`config.mk`:
```
export PLATFORM = sky130hd
export DESIGN_NAME = store_trace_buffer
export DESIGN_NICKNAME = d
export VERILOG_FILES = /design/src/rtl/mips_dbg_pkg.sv /design/src/rtl/sync_fifo.sv /design/src/rtl/store_trace_buffer.sv
export SDC_FILE = /design/constraint.sdc
export NUM_CORES = 1
export LEC_CHECK = 0
export ABC_AREA = 1
export CAP_MARGIN = 10
export CORE_MARGIN = 5
export CORE_UTILIZATION = 30
export DETAILED_ROUTE_END_ITERATION = 7
export GPL_TIMING_DRIVEN = 0
export SLEW_MARGIN = 20
export SYNTH_ARGS = -nofsm -noshare
export SYNTH_HDL_FRONTEND = slang
export SYNTH_SLANG_ARGS = --single-unit
```
`constraint.sdc`:
```
create_clock -name clk -period 6.3 [get_ports clk]
set_input_delay 1.575 -clock clk [delete_from_list [all_inputs] [get_ports clk]]
set_output_delay 1.575 -clock clk [all_outputs]
set_load 0.02 [all_outputs]
```
`src/rtl/mips_dbg_pkg.sv`:
```
// Shared debug-observer types for the MIPS store trace path.
//   chk_state_t   : pass/fail checker states
//   trace_entry_t : one captured store {adr, data}
//   DEF_*         : default success/scratch signature constants
package mips_dbg_pkg;

    typedef enum logic [1:0] {
        CHK_RUN  = 2'd0,
        CHK_PASS = 2'd1,
        CHK_FAIL = 2'd2
    } chk_state_t;

    typedef struct packed {
        logic [31:0] adr;
        logic [31:0] data;
    } trace_entry_t;

    localparam int          ENTRY_W        = $bits(trace_entry_t);
    localparam logic [31:0] DEF_PASS_ADR   = 32'd84;
    localparam logic [31:0] DEF_PASS_DATA  = 32'd7;
    localparam logic [31:0] DEF_IGNORE_ADR = 32'd80;

endpackage

```
`src/rtl/sync_fifo.sv`:
```
// Generic synchronous FIFO, DEPTH (power of two) x WIDTH.
//   clk, reset    : clock, async active-low reset (clears pointers)
//   push, wdata   : write request; ignored when full unless popping this cycle
//   pop           : read request; ignored when empty
//   rdata         : head entry, zero while empty
//   full, empty   : occupancy flags
//   count         : occupancy, 0..DEPTH
module sync_fifo #(
    parameter int DEPTH = 8,
    parameter int WIDTH = 64,
    localparam int AW   = $clog2(DEPTH)
) (
    input  logic             clk,
    input  logic             reset,
    input  logic             push,
    input  logic             pop,
    input  logic [WIDTH-1:0] wdata,
    output logic [WIDTH-1:0] rdata,
    output logic             full,
    output logic             empty,
    output logic [AW:0]      count
);

    logic [AW:0]      wr_ptr;
    logic [AW:0]      rd_ptr;
    logic [WIDTH-1:0] mem [DEPTH];
    logic             push_en;
    logic             pop_en;

    // A pop in the same cycle frees the slot being written, so full+pop still accepts.
    assign pop_en  = pop && !empty;
    assign push_en = push && (!full || pop_en);

    always_ff @(posedge clk or negedge reset) begin
        if (!reset) begin
            wr_ptr <= '0;
            rd_ptr <= '0;
        end else begin
            if (push_en) wr_ptr <= wr_ptr + (AW+1)'(1);
            if (pop_en)  rd_ptr <= rd_ptr + (AW+1)'(1);
        end
    end

    always_ff @(posedge clk) begin
        if (push_en) mem[wr_ptr[AW-1:0]] <= wdata;
    end

    // Extra pointer MSB separates full (MSBs differ) from empty (MSBs equal).
    assign empty = (wr_ptr == rd_ptr);
    assign full  = (wr_ptr[AW] != rd_ptr[AW]) && (wr_ptr[AW-1:0] == rd_ptr[AW-1:0]);
    assign count = wr_ptr - rd_ptr;
    assign rdata = empty ? '0 : mem[rd_ptr[AW-1:0]];

endmodule

```
`src/rtl/store_trace_buffer.sv`:
```
// Store trace buffer: observes the MIPS data-memory write port, queues every
// store for a host to drain, and flags the program pass/fail signature.
//   clk, reset            : clock, async active-low reset
//   memwrite, dataadr,
//   writedata             : tapped store port
//   out_valid, out_ready,
//   out_adr, out_data     : drain handshake and head entry
//   count                 : FIFO occupancy
//   overflow, drop_count  : sticky drop flag, saturating drop counter
//   pass, fail            : sticky checker result
//
// Checker states:
//   state    | meaning
//   CHK_RUN  | no verdict yet; stores to IGNORE_ADR keep it here
//   CHK_PASS | PASS_DATA written to PASS_ADR; held until reset
//   CHK_FAIL | any other non-scratch store seen; held until reset
module store_trace_buffer
    import mips_dbg_pkg::*;
#(
    parameter int          DEPTH      = 8,
    parameter logic [31:0] PASS_ADR   = DEF_PASS_ADR,
    parameter logic [31:0] PASS_DATA  = DEF_PASS_DATA,
    parameter logic [31:0] IGNORE_ADR = DEF_IGNORE_ADR
) (
    input  logic                     clk,
    input  logic                     reset,
    input  logic                     memwrite,
    input  logic [31:0]              dataadr,
    input  logic [31:0]              writedata,
    output logic                     out_valid,
    input  logic                     out_ready,
    output logic [31:0]              out_adr,
    output logic [31:0]              out_data,
    output logic [$clog2(DEPTH):0]   count,
    output logic                     overflow,
    output logic [7:0]               drop_count,
    output logic                     pass,
    output logic                     fail
);

    trace_entry_t wr_entry;
    trace_entry_t rd_entry;
    logic         fifo_full;
    logic         fifo_empty;
    logic         pop;
    logic         drop;
    chk_state_t   chk_state;
    chk_state_t   chk_next;

    assign wr_entry = '{adr: dataadr, data: writedata};

    sync_fifo #(
        .DEPTH (DEPTH),
        .WIDTH (ENTRY_W)
    ) u_fifo (
        .clk   (clk),
        .reset (reset),
        .push  (memwrite),
        .pop   (pop),
        .wdata (wr_entry),
        .rdata (rd_entry),
        .full  (fifo_full),
        .empty (fifo_empty),
        .count (count)
    );

    assign out_valid = !fifo_empty;
    assign pop       = out_valid && out_ready;
    assign out_adr   = rd_entry.adr;
    assign out_data  = rd_entry.data;
    assign drop      = memwrite && fifo_full && !pop;

    always_ff @(posedge clk or negedge reset) begin
        if (!reset) begin
            overflow   <= 1'b0;
            drop_count <= 8'd0;
        end else if (drop) begin
            overflow <= 1'b1;
            if (drop_count != 8'hFF) drop_count <= drop_count + 8'd1;
        end
    end

    always_ff @(posedge clk or negedge reset) begin
        if (!reset) chk_state <= CHK_RUN;
        else        chk_state <= chk_next;
    end

    // Dropped stores still count toward the verdict.
    always_comb begin
        chk_next = chk_state;
        pass     = 1'b0;
        fail     = 1'b0;
        unique case (chk_state)
            CHK_RUN: begin
                if (memwrite) begin
                    if (dataadr == PASS_ADR && writedata == PASS_DATA) chk_next = CHK_PASS;
                    else if (dataadr != IGNORE_ADR)                     chk_next = CHK_FAIL;
                end
            end
            CHK_PASS: pass = 1'b1;
            CHK_FAIL: fail = 1'b1;
            default:  chk_next = chk_state;
        endcase
    end

endmodule
```
Yosys cells after proc, flatten, opt, wreduce, memory -nomap -nowiden
Memories as Yosys holds them, arrays and structs flattened.
Index checks and enable logic that the tools add are counted.
{"block": "op_classes", "add_sub_neg": 4, "multipliers": 0, "n_div": 0, "order_cmp": 0, "eq_ne": 9, "n_shift": 0, "muxes": 7, "bitwise": 0, "reduce_logical": 15}
{"operator": "$mux W64", "count": 1}
{"operator": "$eq A32 B3 Y1 const B", "count": 1}
{"operator": "$eq A32 B7 Y1 const B", "count": 1}
{"operator": "$ne A32 B7 Y1 const B", "count": 1}
{"operator": "$add A4 B1 Y4 const B", "count": 2}
{"operator": "$add A8 B1 Y8 const B", "count": 1}
{"operator": "$ne A8 B8 Y1 const B", "count": 1}
{"operator": "$logic_and A1 B1 Y1", "count": 7}
{"operator": "$eq A4 B4 Y1", "count": 1}
{"operator": "$mux W1", "count": 4}
{"operator": "$mux W2", "count": 2}
{"operator": "$sub A4 B4 Y4", "count": 1}
{"operator": "$eq A3 B3 Y1", "count": 1}
{"operator": "$logic_not A1 Y1", "count": 3}
{"operator": "$reduce_and A3 Y1", "count": 1}
{"operator": "$eq A2 B1 Y1 const B", "count": 1}
{"operator": "$eq A2 B2 Y1 const B", "count": 1}
{"operator": "$logic_not A2 Y1", "count": 1}
{"operator": "$reduce_and A2 Y1", "count": 1}
{"operator": "$reduce_bool A2 Y1", "count": 1}
{"operator": "$logic_or A1 B1 Y1", "count": 1}
{"operator": "$ne A1 B1 Y1", "count": 1}
{"block": "word_totals", "register_bits": 19, "latch_bits": 0, "mem_bits_rw": 512, "mem_bits_ro": 0, "in_bits": 68, "output_inout_bits": 80, "wordCells": 41, "memories": 1}
{"name": "u_fifo.mem", "depth": 8, "word_bits": 64, "read_ports": 1, "rd_clocked_by_memory_dff": 0, "write_ports": 1, "line_no": "sync_fifo.sv:26", "source": "logic [WIDTH-1:0] mem [DEPTH];"}

Depth between registers and ports, before layout
Gate-level depths: netlist of run 1.
{"block": "logic_depth", "ltp_word": 8, "depth_mapped": 12, "depth_no_buf": 10}

Hierarchy
Synthesis of run 1 repeated with hierarchy kept, for this count alone.
{"block": "hier_totals", "hier_cells": 2455, "area_unflattened_um2": 23953.0}
{"module": "sync_fifo", "n_inst": 1, "cells_per_inst": 2312, "area_each_um2": 23103.4, "seq_area_each_um2": 15574.9}
{"module": "store_trace_buffer", "n_inst": 1, "cells_per_inst": 143, "area_each_um2": 849.6, "seq_area_each_um2": 275.3}

Worst setup path after synthesis of run 1
OpenSTA, ideal clock, no wires.
{"block": "synth_timing", "path_type": "input -> register", "from": "input out_ready", "to": "memory u_fifo.mem[0][0], enable pin", "setup_time_ps": 486, "arrival_ps": 4697, "t_required_ps": 5814, "setup_slack_ps": 1116, "cell_stages": 6, "path_buffers": 0, "path_cell_list": "inv_1 nand3_1 nand2_1 inv_1 nand2_1 nor2_1"}
{"block": "synth_via", "elab_chain_cells": 6}
{"item": "start, declared", "line_no": "store_trace_buffer.sv:31", "source": "input logic out_ready,"}
{"item": "$logic_and A1 B1 Y1", "line_no": "store_trace_buffer.sv:68", "source": "assign pop = out_valid && out_ready;"}
{"item": "$logic_and A1 B1 Y1", "line_no": "sync_fifo.sv:31", "source": "assign pop_en = pop && !empty;"}
{"item": "$logic_or A1 B1 Y1", "line_no": "sync_fifo.sv:32", "source": "assign push_en = push && (!full || pop_en);"}
{"item": "$logic_and A1 B1 Y1", "line_no": "sync_fifo.sv:32"}
{"item": "$mux W1", "line_no": "sync_fifo.sv:45", "source": "if (push_en) mem[wr_ptr[AW-1:0]] <= wdata;"}
{"item": "$mux W1 (implied by the code)", "line_no": "sync_fifo.sv:45"}
{"item": "end, declared", "line_no": "sync_fifo.sv:26"}
No other way between the ends.

Final worst setup path of run 1
{"block": "layout_timing", "from": "register u_fifo.rd_ptr[1]", "to": "output out_adr[11]"}
{"block": "layout_via", "elab_chain_cells": 2, "elab_cells_between_ends": 3, "cone_classes": "eq/ne (1); mux (1); memory (1)"}
{"item": "start, declared", "line_no": "sync_fifo.sv:25", "source": "logic [AW:0] rd_ptr;"}
{"item": "start signal, assigned", "line_no": "sync_fifo.sv:40", "source": "if (pop_en) rd_ptr <= rd_ptr + (AW+1)'(1);"}
{"item": "$mem_v2 Z8 W64 or $eq A4 B4 Y1 (tied branches)"}
{"item": "$mux W64 *", "line_no": "sync_fifo.sv:52", "source": "assign rdata = empty ? '0 : mem[rd_ptr[AW-1:0]];"}
{"item": "end, declared", "line_no": "store_trace_buffer.sv:32", "source": "output logic [31:0] out_adr,"}
Mark *: on every way between the ends. The rest lies on a longest branch, timed or not.

==> summary.md, run 1 <==
| Metric | Value |
|---|---|
| Maximum clock path buffer count | 3 |
| Post-Syn Area | 21400 sq um |
| Area share of the largest cell type after synthesis | 71.9% |
| CTS clk-pin slew, worst paths | 60 ps |
| Met2 wire len | 28500 um |
| I/O Buffers | 147 |
| Synth Area per Inst | 12.4 sq um |
| WS Path Type | flip-flop to primary output |
| Simple-gate area share of the yosys netlist | 11.6% |
| Vias per cell | 4.90 |
| Largest net degree at the start of global routing | 24 |
| Core Rows | 97 |
| Final instance area | 26200 sq um |
| Worst reg2reg setup slack | 2340 ps |
| Multi-input logic area | 4960 sq um |
| Synth warnings | 0 |
| Synth Area in XOR/XNOR | 0.533% |
| Fin Clk Skew | 11.7 ps |
| CTS tree | yes |
| Layout cells sized above 1 | 7.57% |
| Unrepaired setup endpoints after global routing | false |
| Critical path launch point type | flip-flop |
| Cts-stage hold buffer count | 0 |
| Hold WC Path Type | flip-flop to flip-flop |
| Core Footprint | 70400 sq um |
| CTS H-tree lvls | 2 |
| P&R area growth vs syn | 22.7% |
| Clk Latency, worst-skew pair | 590 ps |
| Fin crit period | 5900 ps |
| Router iterations before antenna repair | 5 |
| Slew Limit Headroom | 28.1% |
| Total CTS buffers | 52 |
| Leakage power figure | 8.83 nW |
| Clock Sinks | 531 |
| Largest family of logic cells by synthesized area | simple AND/OR/NAND/NOR gates |
| Setup violations, final | 0 |
| Dpl cells | 2841 |
| Die Width | 277 um |
| Max-Cap Viols | 0 |
| Io pins | 148 |
| Overflow after GRT | 0 |
| FF+latch area | 15900 sq um |
| Initial antenna violation count | 6 |
| CP Capture Type | primary output |
| Via count | 14392 |
| Detail Route Antenna Nets | 0 |
| Finished Layout Cells | 2936 |
| WL final | 59500 um |
| Worst IR Drop VDD | 0.000345 V |
| Filler instances | 6745 |
| Placed wire-length estimate | 40800 um |
| Synth Area in Compound Gates | 10.3% |
| First-pass GRT wire length | 88500 um |
| Arrival @ worst endpoint | 4320 ps |
| Max-slew violation count | 0 |
| Placed Instance Area | 24700 sq um |
| Tot GR Track Use | 14.9% |
| Status | complete, no violations |
| Hold Vio Cnt, Final | 0 |
| Die H | 277 um |
| Tot Pwr | 13.4 mW |
| Post-CTS setup buffer count | 0 |
| Post-synthesis cell count | 1730 |
| Top cell type by total area after synthesis | edfxtp_1 |
| Ranking of synthesized cells by area | edfxtp_1, nor2_1, o21ai_0 |
| Mux share of post-synthesis cell area | 0% |
| Drt wl/cell | 20.3 um |
| Post-Synth Adder-Cell Area | 0.445% |
| Fmax | 0.170 GHz |
| Placer Congestion | 0.785 |
| Initial Utilization | 30.4% |
| Clock root cell | clkbuf_16 |
| Max FO, Critical Path | 10 |
| Yosys reg bits | 531 |
| Number of nets in the layout | 2030 |
| Setup TNS | 0 ps |
| Pwr Density | 513 nW/um^2 |
| Worst-Margin Slew | 1080 ps |
| Synth cell types | 25 |
| Critical Path RT | 4720 ps |
| Wire length on met1 | 25100 um |
| Syn_nets | 1805 |
| Post-CTS sizing | 0 |
| Final Cycle Share | 93.6% |
| DR top layer | met5 |
| Vias in the first global route | 14224 |
| DRT iter0 DRCs | 1220 |
| DR DRC count | 0 |
| Metal3 WL | 4350 um |
| Hold_ws | 508 ps |
| Die ar. | 76700 sq um |
| Sequential area share after synthesis | 74.2% |
[cell families after synthesis]
| kind of cell | count (synthesis) |
|---|---|
| simple gates | 657 |
| flops | 531 |
| compound gates | 392 |
| xor+xnor | 13 |
| fa+ha+maj | 7 |
| buf+inv | 130 |
[per-stage QoR]
stage	setup WS (ps)	utilization, %
2_1_floorplan	1120	-
3_3_place_gp	-2000	34.1
3_5_place_dp	971	35.0
4_1_cts	327	37.3
5_1_grt	144	37.3
6_report	400	37.3
[critical path, cell delays in order (launching register included)]
cell and delay (ps):
dfrtp_1 520, inv_1 160, buf_2 380, clkbuf_1 410, ha_1 310, nand2_1 70
nor2_1 80, nand2_1 110, buf_2 330, buf_2 320, nand2_1 100, nor2_1 270
clkdlybuf4s50_1 680
[routing by layer]
layer | track usage [%] | up-vias
met2 | 24.4 | 526
met5 | 0 | -
met4 | 4.43 | 4
li1 | - | 6655
met3 | 3.32 | 94
met1 | 20.0 | 7113
[Yosys cell counts]
cell type,n
nand3_1,8
xor2_1,8
nand4_1,1
clkbuf_2,3
fa_1,1
clkbuf_1,55
ha_1,6
buf_4,5
o211ai_1,64
buf_8,1
nor2_4,1
o22ai_1,64
buf_6,9
xnor2_1,5
dfrtp_1,19
inv_2,1
o21ai_1,56
buf_2,27
inv_1,24
o21ai_0,206
edfxtp_1,512
buf_1,5
a21oi_1,2
nand2_1,141
nor2_1,506
[placed cells by master (no fill, tap or decap)]
cell type	n
buf_2	28
o21ai_1	56
xnor2_1	5
o21ai_0	206
buf_6	9
bufinv_16	2
nor2_1	498
buf_8	1
clkbuf_16	53
nand2_1	141
diode_2	2
xor2_1	8
buf_16	15
fa_1	1
inv_1	24
nand4_1	1
dfrtp_1	19
o22ai_1	64
clkinv_2	13
buf_12	9
edfxtp_1	512
inv_2	1
ha_1	6
nor2_4	9
clkbuf_1	62
clkinv_1	15
buf_1	5
nand3_1	8
inv_6	2
clkinvlp_4	1
buf_4	5
clkdlybuf4s50_1	146
o211ai_1	64
clkbuf_2	3
a21oi_1	2
[final timing paths]
path | start | end | depth (start not counted)
max | u_fifo.rd_ptr[1] | out_adr[11] | 12
min | chk_state[0] | chk_state[0] | 2
max reg2reg | u_fifo.rd_ptr[1] | u_fifo.mem[0][16] | 13
min reg2reg | chk_state[0] | chk_state[0] | 2
max in group asynchronous | reset | u_fifo.rd_ptr[3] | 1
min in group asynchronous | reset | drop_count[3] | 1
[layout make-up]
type	count	share of cell area (%)
Antenna cell	2	0.0191
Buffer	105	2.02
Clock buffer	60	5.16
Clock inverter	33	0.787
Inverter	25	0.358
Multi-Input combinational cell	1069	18.9
Sequential cell	531	60.4
Tap cell	940	4.48
Timing Repair Buffer	171	7.85
[flip-flops by register name, summed over array words and instances (netlist names)]
| name | cells |
|---|---|
| u_fifo.rd_ptr | 4 |
| chk_state | 2 |
| u_fifo.mem | 512 |
| drop_count | 8 |
| overflow | 1 |
| u_fifo.wr_ptr | 4 |
[where the power goes]
group | internal [mW] | switching (mW)
clock | 1.61 | 1.27
combinational | 2.11 | 3.92
sequential | 4.38 | 0.153
Power figures use the tool's default switching activity.
==> inputs of run 2 (changes only) <==
Settings changed: GPL_ROUTABILITY_DRIVEN from default to 1, PLACE_DENSITY from default to 0.57.
==> run 2 against run 1 <==
Compared with the run above:
- combinational power is essentially flat
- count of clock-buffer cells in the layout increased by 8
- maximum frequency down 2.5%
- routed wire length grew 3.1%
- largest cell class unchanged
- highest routed layer unchanged
==> summary.md, run 2 (same netlist as run 1, synthesis figures left out) <==
| Metric | Value |
|---|---|
| Max-slew violation count | 0 (unchanged) |
| Core Footprint | 70400 sq um (unchanged) |
| Largest net degree at the start of global routing | 24 (unchanged) |
| Pwr Density | 519 nW/um^2 (+1.2%) |
| Internal power | 8.24 mW (+1.7%) |
| Total CTS buffers | 53 (+1.9%) |
| Fin Clk Skew | 23.0 ps (+11.4 ps) |
| Detail Route Antenna Nets | 0 (unchanged) |
| Placer Congestion | 0.771 (-1.8%) |
| Clock root cell | clkbuf_16 |
| First-pass GRT wire length | 91100 um (+2.9%) |
| Switching power | 5.42 mW (+1.4%) |
| Clk Latency, worst-skew pair | 600 ps (about the same) |
| Setup violations, final | 0 (unchanged) |
| CP Capture Type | primary output |
| Sw frac | 39.7% (-0.081 points) |
| Fin crit period | 6050 ps (+154 ps) |
| Fmax | 0.165 GHz (-2.5%) |
| Maximum clock path buffer count | 3 (unchanged) |
| Unrepaired setup endpoints after global routing | false |
| Slowest CP cell | clkdlybuf4s50_1 |
| Post-CTS setup buffer count | 0 (unchanged) |
| Final Cycle Share | 96.1% (+2.4 points) |
| WL final | 61400 um (+3.1%) |
| Cts-stage hold buffer count | 0 (unchanged) |
| Most frequent cells in the layout | edfxtp_1, nor2_1, o21ai_0, clkdlybuf4s50_1, nand2_1 |
| Placed wire-length estimate | 41300 um (+1.3%) |
| Largest register FFs | 512 (unchanged) |
| Critical Path, Cell by Cell | inv_1 -> buf_2 -> clkbuf_1 -> ha_1 -> nand2_1 -> nor2_1 -> nand2_1 -> buf_2 -> buf_2 -> nand2_1 -> nor2_1 -> clkdlybuf4s50_1 |
| WP buf/inv | 6 (unchanged) |
| Post-Route Utilization | 37.4% (+0.16 points) |
| CTS tree | yes |
| Initial Utilization | 30.4% (unchanged) |
| Clock Sinks | 531 (unchanged) |
| CP top delay family | buffers and inverters |
| Overflow after GRT | 0 (unchanged) |
| Via count | 14335 (-0.40%) |
| Combinational share of power | 44.3% (-0.5 points) |
| Drt wl/cell | 20.9 um (+2.9%) |
| DRT iter0 DRCs | 1191 (-2.4%) |
| Vias in the first global route | 14384 (+1.1%) |
| I/O Buffers | 147 (unchanged) |
| Worst IR Drop VDD | 0.000260 V (-25%) |
| Critical path launch point type | flip-flop |
| Die Width | 277 um (unchanged) |
| DR DRC count | 0 (unchanged) |
| Arrival @ worst endpoint | 4480 ps (+160 ps) |
| Most common cell after layout, fill and taps aside | edfxtp_1 |
| CTS clk-pin slew, worst paths | 60 ps (about the same) |
| Clock share of power | 22.4% (+1.0 points) |
| Flop pwr share | 33.2% (-0.5 points) |
| CTS H-tree lvls | 2 (unchanged) |
| Setup TNS | 0 ps (unchanged) |
| Leakage power figure | 8.87 nW (+0.46%) |
| Number of nets in the layout | 2031 (+0.049%) |
| Die ar. | 76700 sq um (unchanged) |
| Layout cells sized above 1 | 7.65% (+0.081 points) |
| Vias per cell | 4.87 (-0.57%) |
| Die H | 277 um (unchanged) |
| Hold WC Path Type | flip-flop to flip-flop |
| WS Path Type | flip-flop to primary output |
| Status | complete, no violations |
| Post-CTS sizing | 0 (unchanged) |
| Hold_ws | 502 ps (-5.44 ps) |
| Max stage delay on crit path | 680 ps (about the same) |
| Critical Path RT | 4720 ps (about the same) |
| Hold Vio Cnt, Final | 0 (unchanged) |
| P&R area growth vs syn | 23.3% |
| Router iterations before antenna repair | 5 (unchanged) |
| Max FO, Critical Path | 10 (unchanged) |
| Io pins | 148 (unchanged) |
| Worst-Margin Slew | 1040 ps (-38.3 ps) |
| Slew Limit Headroom | 30.7% (+2.6 points) |
| Tot GR Track Use | 15.4% (+0.48 points) |
| Initial antenna violation count | 4 (-2) |
| Max-Cap Viols | 0 (unchanged) |
| Core Rows | 97 (unchanged) |
[run 2: cell count changes in the layout (fill, tap and decap cells not counted), moves of 2 or more]
cell,delta
buf_12,+3
buf_16,-3
clkbuf_1,+2
clkbuf_16,+2
clkbuf_8,+4
clkinv_2,-8
clkinv_4,+2
[run 2: worst reg2reg max path, stage by stage, from the launching register on]
cell and delay [ps]:
dfrtp_1 560, inv_1 190, buf_2 400, clkbuf_1 430, ha_1 310, nand2_1 80, nor2_1 80, nand3_1 90
nand2_1 130, inv_1 170, nand2_1 280, nor2_4 520, buf_16 240, buf_12 200
[run 2: layout make-up]
class | instances | area (sq um)
Antenna cell | 2 | 5.00
Buffer | 105 | 529
Clock buffer | 68 | 1470
Clock inverter | 30 | 228
Fill cell | 6789 | 44100
Inverter | 25 | 93.8
Multi-Input combinational cell | 1069 | 4960
Sequential cell | 531 | 15900
Tap cell | 940 | 1180
Timing Repair Buffer | 171 | 2040
[run 2: metal layers]
| layer | wire length [um] | vias to the layer above | global-route usage (%) |
|---|---|---|---|
| li1 | - | 6651 | - |
| met1 | 26500 | 7108 | 20.4 |
| met2 | 29100 | 467 | 25.4 |
| met3 | 4030 | 105 | 3.37 |
| met4 | 1710 | 4 | 4.69 |
| met5 | 29 | - | 0 |
[run 2: path summary, 6_finish.rpt]
check	startpoint	end	slack [ps]	cells past startpoint
max in group asynchronous	reset	u_fifo.wr_ptr[0]	4980	1
setup / recovery	u_fifo.rd_ptr[1]	out_data[9]	250	12
hold reg to reg	overflow	overflow	500	2
hold / removal	overflow	overflow	500	2
min in group asynchronous	reset	drop_count[1]	950	1
setup reg to reg	u_fifo.rd_ptr[1]	u_fifo.mem[0][24]	2280	13
[run 2: power by group through the flow]
stage / combinational, mW / clock (mW) / sequential (mW)
final: 6.06 / 3.06 / 4.54
after detailed placement: 6.12 / 0 / 4.61
after global routing: 6.58 / 3.28 / 4.57
after global placement: 5.88 / 0 / 4.70
after CTS: 6.15 / 3.13 / 4.54
after floorplan: 3.25 / 0 / 4.61
[run 2: through the flow]
step / cells / setup slack [ps] / cell area [sq um] / power (mW)
finish: 2941 / 246 / 26300 / 13.7
global placement: 2817 / -2230 / 24000 / 10.6
floorplan: 1730 / 1120 / 21400 / 7.86
detailed placement: 2841 / 851 / 24600 / 10.7
CTS: 2939 / 199 / 26300 / 13.8
global route: 2939 / 31.6 / 26300 / 14.4
==> inputs of run 3 (changes only) <==
Settings changed: CORE_UTILIZATION 30 to 59, PLACE_DENSITY 0.57 to 0.91.
==> run 3 against run 2 <==
Compared with the run above:
- die area decreased by 48%
- non-clock buffer count is 1 lower
- routed wire length shrank 3.0%
- clock skew is 5.3 ps higher
- setup slack better by 180 ps
- first-iteration DRC count grew 140%
- cell count down 17%
- critical path type unchanged
- sequential share of layout area increased by 1.3 points
- utilization rose by 35 points
- critical path depth stayed put
- sequential power hardly changed
==> summary.md, run 3 (same netlist as run 1, synthesis figures left out) <==
| Metric | Value |
|---|---|
| Status | complete, no violations |
| Via count | 15734 (+9.8%) |
| Max stage delay on crit path | 660 ps (-20 ps) |
| Most common cell after layout, fill and taps aside | edfxtp_1 |
| Critical path launch point type | flip-flop |
| Die ar. | 40100 sq um (-48%) |
| Reg2reg path depth | 13 (unchanged) |
| Worst Hold Depth | 2 (unchanged) |
| First-pass GRT wire length | 89800 um (-1.5%) |
| Clock root cell | clkbuf_16 |
| DR DRC count | 0 (unchanged) |
| Final Cycle Share | 93.3% (-2.8 points) |
| Drt wl/cell | 24.3 um (+16%) |
| Router iterations before antenna repair | 8 (+3) |
| Core Footprint | 35700 sq um (-49%) |
| Io pins | 148 (unchanged) |
| Dpl cells | 2361 (-17%) |
| WL final | 59600 um (-3.0%) |
| Unrepaired setup endpoints after global routing | false |
| Largest register FFs | 512 (unchanged) |
| Core Rows | 69 (-29%) |
| R2r startpoint | u_fifo.rd_ptr[1] |
| Clk Latency, worst-skew pair | 580 ps (-20 ps) |
| Max-slew violation count | 0 (unchanged) |
| Die H | 200 um (-28%) |
| Antenna diodes | 0 (-2) |
| Worst reg2reg setup slack | 2110 ps (-170 ps) |
| Hold_sp | overflow |
| Critical Path RT | 4720 ps (about the same) |
| Leakage power figure | 8.92 nW (+0.50%) |
| CP Capture Type | primary output |
| Worst-Margin Slew | 974 ps (-66.1 ps) |
| Slowest CP cell | clkdlybuf4s50_1 |
| Filler instances | 1949 (-71%) |
| I/O Buffers | 147 (unchanged) |
| Fin Clk Skew | 28.4 ps (+5.33 ps) |
| Total CTS buffers | 49 (-7.5%) |
| Largest net degree at the start of global routing | 24 (unchanged) |
| Fin crit period | 5880 ps (-175 ps) |
| Pwr Density | 535 nW/um^2 (+3.2%) |
| Die Width | 200 um (-28%) |
| P&R area growth vs syn | 20.7% |
| Worst IR Drop VDD | 0.000330 V (+27%) |
| Hold WC Path Type | flip-flop to flip-flop |
| Placed wire-length estimate | 36500 um (-12%) |
| Hold Vio Cnt, Final | 0 (unchanged) |
| Initial Utilization | 59.9% (+30 points) |
| Max-Cap Viols | 0 (unchanged) |
| Critical Path, Cell by Cell | inv_1 -> buf_2 -> clkbuf_1 -> ha_1 -> nand2_1 -> nor2_1 -> nand2_1 -> buf_2 -> buf_2 -> nand2_1 -> nor2_1 -> clkdlybuf4s50_1 |
| Layout cells sized above 1 | 8.08% (+0.43 points) |
| Vias in the first global route | 15725 (+9.3%) |
| Reg-to-Reg End | u_fifo.mem[4][60] |
| Worst Hold End | overflow |
| Initial antenna violation count | 1 (-3) |
| CTS tree | yes |
| Detail Route Antenna Nets | 0 (unchanged) |
| Setup TNS | 0 ps (unchanged) |
| Arrival @ worst endpoint | 4300 ps (-180 ps) |
| CTS H-tree lvls | 2 (unchanged) |
| Placer Congestion | 0.858 (+11%) |
| Finished Layout Cells | 2453 (-17%) |
| Fmax | 0.170 GHz (+3.0%) |
| DRT iter0 DRCs | 2872 (+140%) |
| Post-CTS setup buffer count | 0 (unchanged) |
| Overflow after GRT | 0 (unchanged) |
| Most frequent cells in the layout | edfxtp_1, nor2_1, o21ai_0, clkdlybuf4s50_1, nand2_1 |
| Maximum clock path buffer count | 3 (unchanged) |
| Cts-stage hold buffer count | 0 (unchanged) |
| Tot GR Track Use | 28.6% (+13 points) |
| Max FO, Critical Path | 10 (unchanged) |
| Slew Limit Headroom | 35.1% (+4.4 points) |
| Clock Sinks | 531 (unchanged) |
| Vias per cell | 6.41 (+32%) |
| Number of nets in the layout | 2026 (-0.25%) |
| Post-CTS sizing | 0 (unchanged) |
| Setup violations, final | 0 (unchanged) |
| CTS clk-pin slew, worst paths | 70 ps (about the same) |
| WS Path Type | flip-flop to primary output |
[run 3: cell count changes in the layout (fill, tap and decap cells not counted), moves of 3 or more]
cell and delta:
clkbuf_8 +4, clkbuf_1 -6, clkinv_2 +7, buf_16 +8
clkbuf_16 -4, clkinv_1 -9, buf_12 -9, bufinv_16 +3
[run 3: area by class of cell]
cell class	count	area (sq um)	share of cell area, %
sequential	531	15900	61.5
timing repair buffer	170	2080	8.05
clock buffer	62	1400	5.42
tap	461	577	2.24
buffer	105	529	2.05
clock inverter	30	309	1.20
multi-input combinational	1069	4960	19.2
inverter	25	93.8	0.364
[run 3: report_power, final]
part	leakage [nW]	switching (mW)	internal [mW]	total (mW)
Clock	0.850	1.29	1.82	3.11
Combinational	3.19	4.02	2.12	6.14
Sequential	4.88	0.168	4.39	4.55
Total	8.92	5.48	8.32	13.8
[run 3: worst max path at each step]
stage	slack, ps	endpoint	startpoint	cells after the start
CTS	520	out_adr[11]	u_fifo.rd_ptr[1]	12
detailed placement	1240	out_adr[11]	u_fifo.rd_ptr[1]	12
global route	290	out_adr[15]	u_fifo.rd_ptr[1]	12
global placement	-1620	u_fifo.mem[0][42]	out_ready	7
floorplan	1120	u_fifo.mem[0][0]	out_ready	6
finish	420	out_adr[11]	u_fifo.rd_ptr[1]	12
[run 3: routing by layer]
metal	GRT usage (%)	routed length [um]	vias to the layer above
li1	-	-	6635
met1	35.8	20000	7375
met2	48.0	28900	1467
met3	6.21	7660	255
met4	14.0	3050	2
met5	0	13	-
[run 3: worst max-delay path, delay by kind of cell (launching register included)]
kind / cells / cell delay [ps]
buffers and inverters: 6 / 2330
DFF: 1 / 470
and+or+nand+nor: 5 / 580
adders and majority gates: 1 / 330
[run 3: stage by stage]
step	instance area, sq um	worst slack, ps	power [mW]	hold slack, ps	utilization, %
2_1_floorplan	21400	1120	7.86	459	-
3_3_place_gp	23400	-1620	10.1	461	65.7
3_5_place_dp	24100	1240	10.5	473	67.6
4_1_cts	25800	517	13.7	500	72.3
5_1_grt	25800	286	14.3	507	72.3
6_report	25800	421	13.8	491	72.3
==> edit 1: new RTL, flow settings as in run 1 <==
`DEPTH` is set to 8 in 2 places; all go to 4.
--- a/src/rtl/sync_fifo.sv
+++ b/src/rtl/sync_fifo.sv
@@ -8,3 +8,3 @@
 module sync_fifo #(
-    parameter int DEPTH = 8,
+    parameter int DEPTH = 4,
     parameter int WIDTH = 64,
--- a/src/rtl/store_trace_buffer.sv
+++ b/src/rtl/store_trace_buffer.sv
@@ -19,3 +19,3 @@
 #(
-    parameter int          DEPTH      = 8,
+    parameter int          DEPTH      = 4,
     parameter logic [31:0] PASS_ADR   = DEF_PASS_ADR,
Ports: changed (resized count); port bits go from 148 to 147. The function was not compared with the original's and may differ.
==> edit 1 against run 1 <==
- final area down 45%
- sequential cell count down 258
- synthesized area down 48%
- wire length down 52%
- non-clock buffer count down 70
- largest power group unchanged
- combinational power down 39%
- critical path type unchanged
- setup slack better by 0.92 ns
- power down 42%
==> edit 1: results <==
metrics = {
    "finish": {
        "largest_reg_flops": 256,
        "nNetsFinal": 1208,
        "drive_above_1_share_pct": 8.15,
        "n_fill_cell": 3477,
        "final_cells": 1622,
        "antenna_cells": 0,
    },
    "yosys": {
        "yosysWarnings": 0,
        "synth-xor-area-share_pct": 0.788,
        "synth_nets": 1018,
        "ys_types": 24,
        "syn_avg_cell_area_um2": 11.8,
        "synth_area_leaders": "edfxtp_1 (69%), nor2_1 (10%), o21ai_0 (5.5%), dfrtp_1 (3.8%), a21oi_1 (2.9%)",
        "ys_seq_area_share_pct": 73.0,
        "synth-compound-area-share_pct": 8.78,
        "synth.most_common_cell": "nor2_1",
        "synth_edf_count": 256,
        "ys_top_cells_by_count": "nor2_1 (309), edfxtp_1 (256), o21ai_0 (121)",
        "async_flop_share_pct": 6.23,
    },
    "placement": {
        "post-place-ws_ns": 1.84,
        "hpwl_um": 18900,
        "place_congestion": 0.772,
        "io_buffers": 146,
    },
    "global_routing": {
        "grtUsageMet3_pct": 2.55,
        "met1_usage_pct": 18.2,
        "grt_usage_pct": 13.6,
        "grt_pass1_vias": 7419,
        "grt_pass1_wl_um": 43600,
        "antenna_found_initial": 1,
        "met2_usage_pct": 22.7,
    },
    "timing": {
        "fin_worst_skew_ns": 0.0167,
        "worstMarginPinSlew_ns": 0.791,
    },
    "min_path": {
        "whs_path_depth": 1,
        "worstHoldStart": "overflow",
        "hold_path_end": "overflow",
    },
    "run_status": {
        "status": "complete, no violations",
    },
    "route": {
        "drtPass1Iterations": 7,
        "drt_iter0_drc": 424,
        "drt_wl_total_um": 28700,
        "vias": 7323,
    },
    "worst_setup_path": {
        "r2r_end": "u_fifo.mem[2][25]",
        "cp.arrival_ns": 3.41,
        "rr_worst_depth": 10,
    },
    "power_and_ir_drop": {
        "powerSeq_w": 0.00248,
        "ir_worst_vdd_v": 0.000314,
        "power.net_switching_w": 0.00303,
        "p_leak_nw": 4.96,
    },
    "clock_tree": {
        "cts_buffers": 31,
        "cts_max_level": 1,
    },
}
-- edit 1: how the worst max path moves through the flow --
stage                          start                end  slack, ns  cells after the start
finish              u_fifo.rd_ptr[1]        out_adr[30]       1.32                      9
global route        u_fifo.rd_ptr[1]         out_adr[2]       1.13                      9
CTS                 u_fifo.rd_ptr[1]         out_adr[2]       1.23                      9
detailed placement  u_fifo.rd_ptr[1]         out_adr[2]       1.84                      9
global placement           out_ready  u_fifo.mem[1][23]      -1.66                      5
floorplan                  out_ready   u_fifo.mem[0][0]       1.33                      4
-- edit 1: logic make-up (layout without fill, tap and decap cells) --
group | Yosys count | after routing
simple gates | 381 | 381
flops | 273 | 273
compound gates | 195 | 195
buf+inv | 73 | 286
xor+xnor | 10 | 10
fa+ha+maj | 9 | 9
-- edit 1: critical path, delay by kind of cell (launching register included) --
kind,cells,cell delay (ns)
DFF,1,0.43
and+or+nand+nor,2,0.17
adders and majority gates,1,0.33
AOI/OAI and AO/OA,1,0.26
buffers and inverters,5,1.65
-- edit 1: per-stage QoR --
stage               total power [W]  hold slack, ns  area [um2]
floorplan                   0.00448           0.459       11100
global placement            0.00617           0.460       13200
detailed placement          0.00626           0.459       13400
CTS                         0.00796           0.478       14400
global route                0.00830           0.506       14400
finish                      0.00782           0.482       14400
-- edit 1: layer usage --
metal  up-vias  routed length, um
li1       3642                  -
met1      3473              13100
met2       157              13600
met3        49               1370
met4         2                629
met5         -                 20
-- edit 1: final cells by class --
cell class                      instances  area [um2]  share of cell area (%)
Buffer                                 49         258                    1.79
Clock buffer                           36         795                    5.52
Clock inverter                         20         153                    1.06
Inverter                               24        90.1                   0.626
Multi-Input combinational cell        595        2680                    18.6
Sequential cell                       273        8110                    56.4
Tap cell                              468         586                    4.07
Timing Repair Buffer                  157        1710                    11.9
==> edit 2: new RTL, config.mk and constraints of run 1 <==
Without the edit above. Register the output `count`, without a reset; this adds one clock of latency there. The other outputs are not delayed to match.
--- a/src/rtl/store_trace_buffer.sv
+++ b/src/rtl/store_trace_buffer.sv
@@ -40,2 +40,4 @@
 
+    logic [$clog2(DEPTH):0] count_d;
+
     trace_entry_t wr_entry;
@@ -63,3 +65,3 @@
         .empty (fifo_empty),
-        .count (count)
+        .count (count_d)
     );
@@ -105,2 +107,6 @@
 
+    always_ff @(posedge clk) begin
+        count <= count_d;
+    end
+
 endmodule
Check against the original RTL: not equivalent (a bounded check fails within 4 cycles, from zero or initial values and one cycle with reset low).
==> edit 2 against run 1 <==
- power increased by 2.5%
- synthesized area rose by 0.60%
- sequential cell count rose by 4
- global-route usage is 0.59 points higher
- die area rose by 0.58%
- wire length increased by 3.0%
- setup slack better by 0.38 ns
- final area grew 1.5%
- largest power group unchanged
==> edit 2: results <==
metrics = {
    "run_status": {
        "status": "complete, no violations",
    },
    "power_and_ir_drop": {
        "ir_worst_vdd_v": 0.000218,
        "p_leak_nw": 9.00,
    },
    "placement": {
        "post-place-ws_ns": 1.35,
        "io_buffers": 147,
        "hpwl_um": 41000,
        "place_congestion": 0.792,
        "dp.cells": 2857,
    },
    "timing": {
        "fin_worst_skew_ns": 0.0212,
        "slew_headroom_pct": 36.5,
    },
    "global_routing": {
        "grt_max_degree": 23,
        "grtUsageMet3_pct": 3.39,
        "grt_usage_pct": 15.5,
        "grt_pass1_wl_um": 92500,
        "met1_usage_pct": 21.3,
        "antenna_found_initial": 2,
        "met2_usage_pct": 25.1,
    },
    "yosys": {
        "ys_types": 28,
        "synth_top_area_share_pct": 71.5,
        "syn_avg_cell_area_um2": 12.4,
        "ys_seq_area_share_pct": 74.1,
        "synth_edf_count": 512,
        "synth_area_leaders": "edfxtp_1 (72%), nor2_1 (8.8%), o21ai_0 (4.4%), nand2_1 (2.4%), o211ai_1 (2.2%)",
        "ys_top_cells_by_count": "edfxtp_1 (512), nor2_1 (505), o21ai_0 (189)",
        "async_flop_share_pct": 3.55,
        "synth_nets": 1810,
    },
    "worst_setup_path": {
        "slowest_delay_ns": 0.67,
        "cp.arrival_ns": 3.94,
    },
    "min_path": {
        "worstHoldStart": "overflow",
    },
    "finish": {
        "nNetsFinal": 2040,
        "drive_above_1_share_pct": 7.83,
        "final_cells": 2957,
    },
    "route": {
        "drt_wl_total_um": 61300,
        "drt_iter0_drc": 1300,
        "drtPass1Iterations": 5,
        "vias": 14394,
    },
    "clock_tree": {
        "cts_buffers": 56,
        "clockRootBuffer": "clkbuf_16",
    },
}
-- edit 2: worst register-to-register path, delay by kind of cell (launching register included) --
kind          cells  cell delay (ns)
fa+ha+maj         1             0.28
buf+inv           6             1.50
simple gates      6             1.26
flops             1             0.47
-- edit 2: per-stage QoR --
stage	hold WS [ns]	instance area, um2
after global placement	0.460	24200
after CTS	0.491	26600
after detailed placement	0.465	24900
after global routing	0.541	26600
final	0.501	26600
after floorplan	0.471	21500
-- edit 2: final timing paths --
kind | to | slack (ns) | depth (start not counted)
max in group asynchronous | chk_state[1] | 5.00 | 1
hold / removal | overflow | 0.50 | 2
hold reg to reg | overflow | 0.50 | 2
setup reg to reg | u_fifo.mem[0][20] | 2.47 | 13
setup / recovery | out_data[16] | 0.78 | 12
min in group asynchronous | u_fifo.rd_ptr[3] | 0.94 | 1
-- edit 2: layer usage --
layer | vias up | share of wire [%]
met1 | 7120 | 43
li1 | 6681 | -
met4 | 2 | 2.3
met5 | - | 0.031
met3 | 101 | 7.2
met2 | 490 | 47
-- edit 2: final cells by class --
cell class	instances	area, um2
fillers	6718	44600
flip-flops and latches	535	15900
multi-input cells	1068	4960
repair buffers	172	2120
clock buffers	75	1550
well taps	950	1190
plain buffers	106	571
clock inverters	24	204
inverters	26	97.6
diodes	1	2.50
-- edit 2: power groups by stage --
stage               clock network, W  logic, W  registers [W]
global route                 0.00337   0.00661        0.00462
floorplan                          0   0.00324        0.00469
detailed placement                 0   0.00612        0.00466
global placement                   0   0.00584        0.00474
finish                       0.00316   0.00603        0.00459
CTS                          0.00322   0.00615        0.00459
-- edit 2: cells by family after synthesis --
group | after synthesis | synth area share [%]
adder cells (fa/ha/maj) | 7 | 0.442
XOR/XNOR | 11 | 0.483
AO/OA/AOI/OAI | 391 | 10.2
buffers and inverters | 132 | 3.11
AND/OR/NAND/NOR | 659 | 11.6
flip-flops | 535 | 74.1
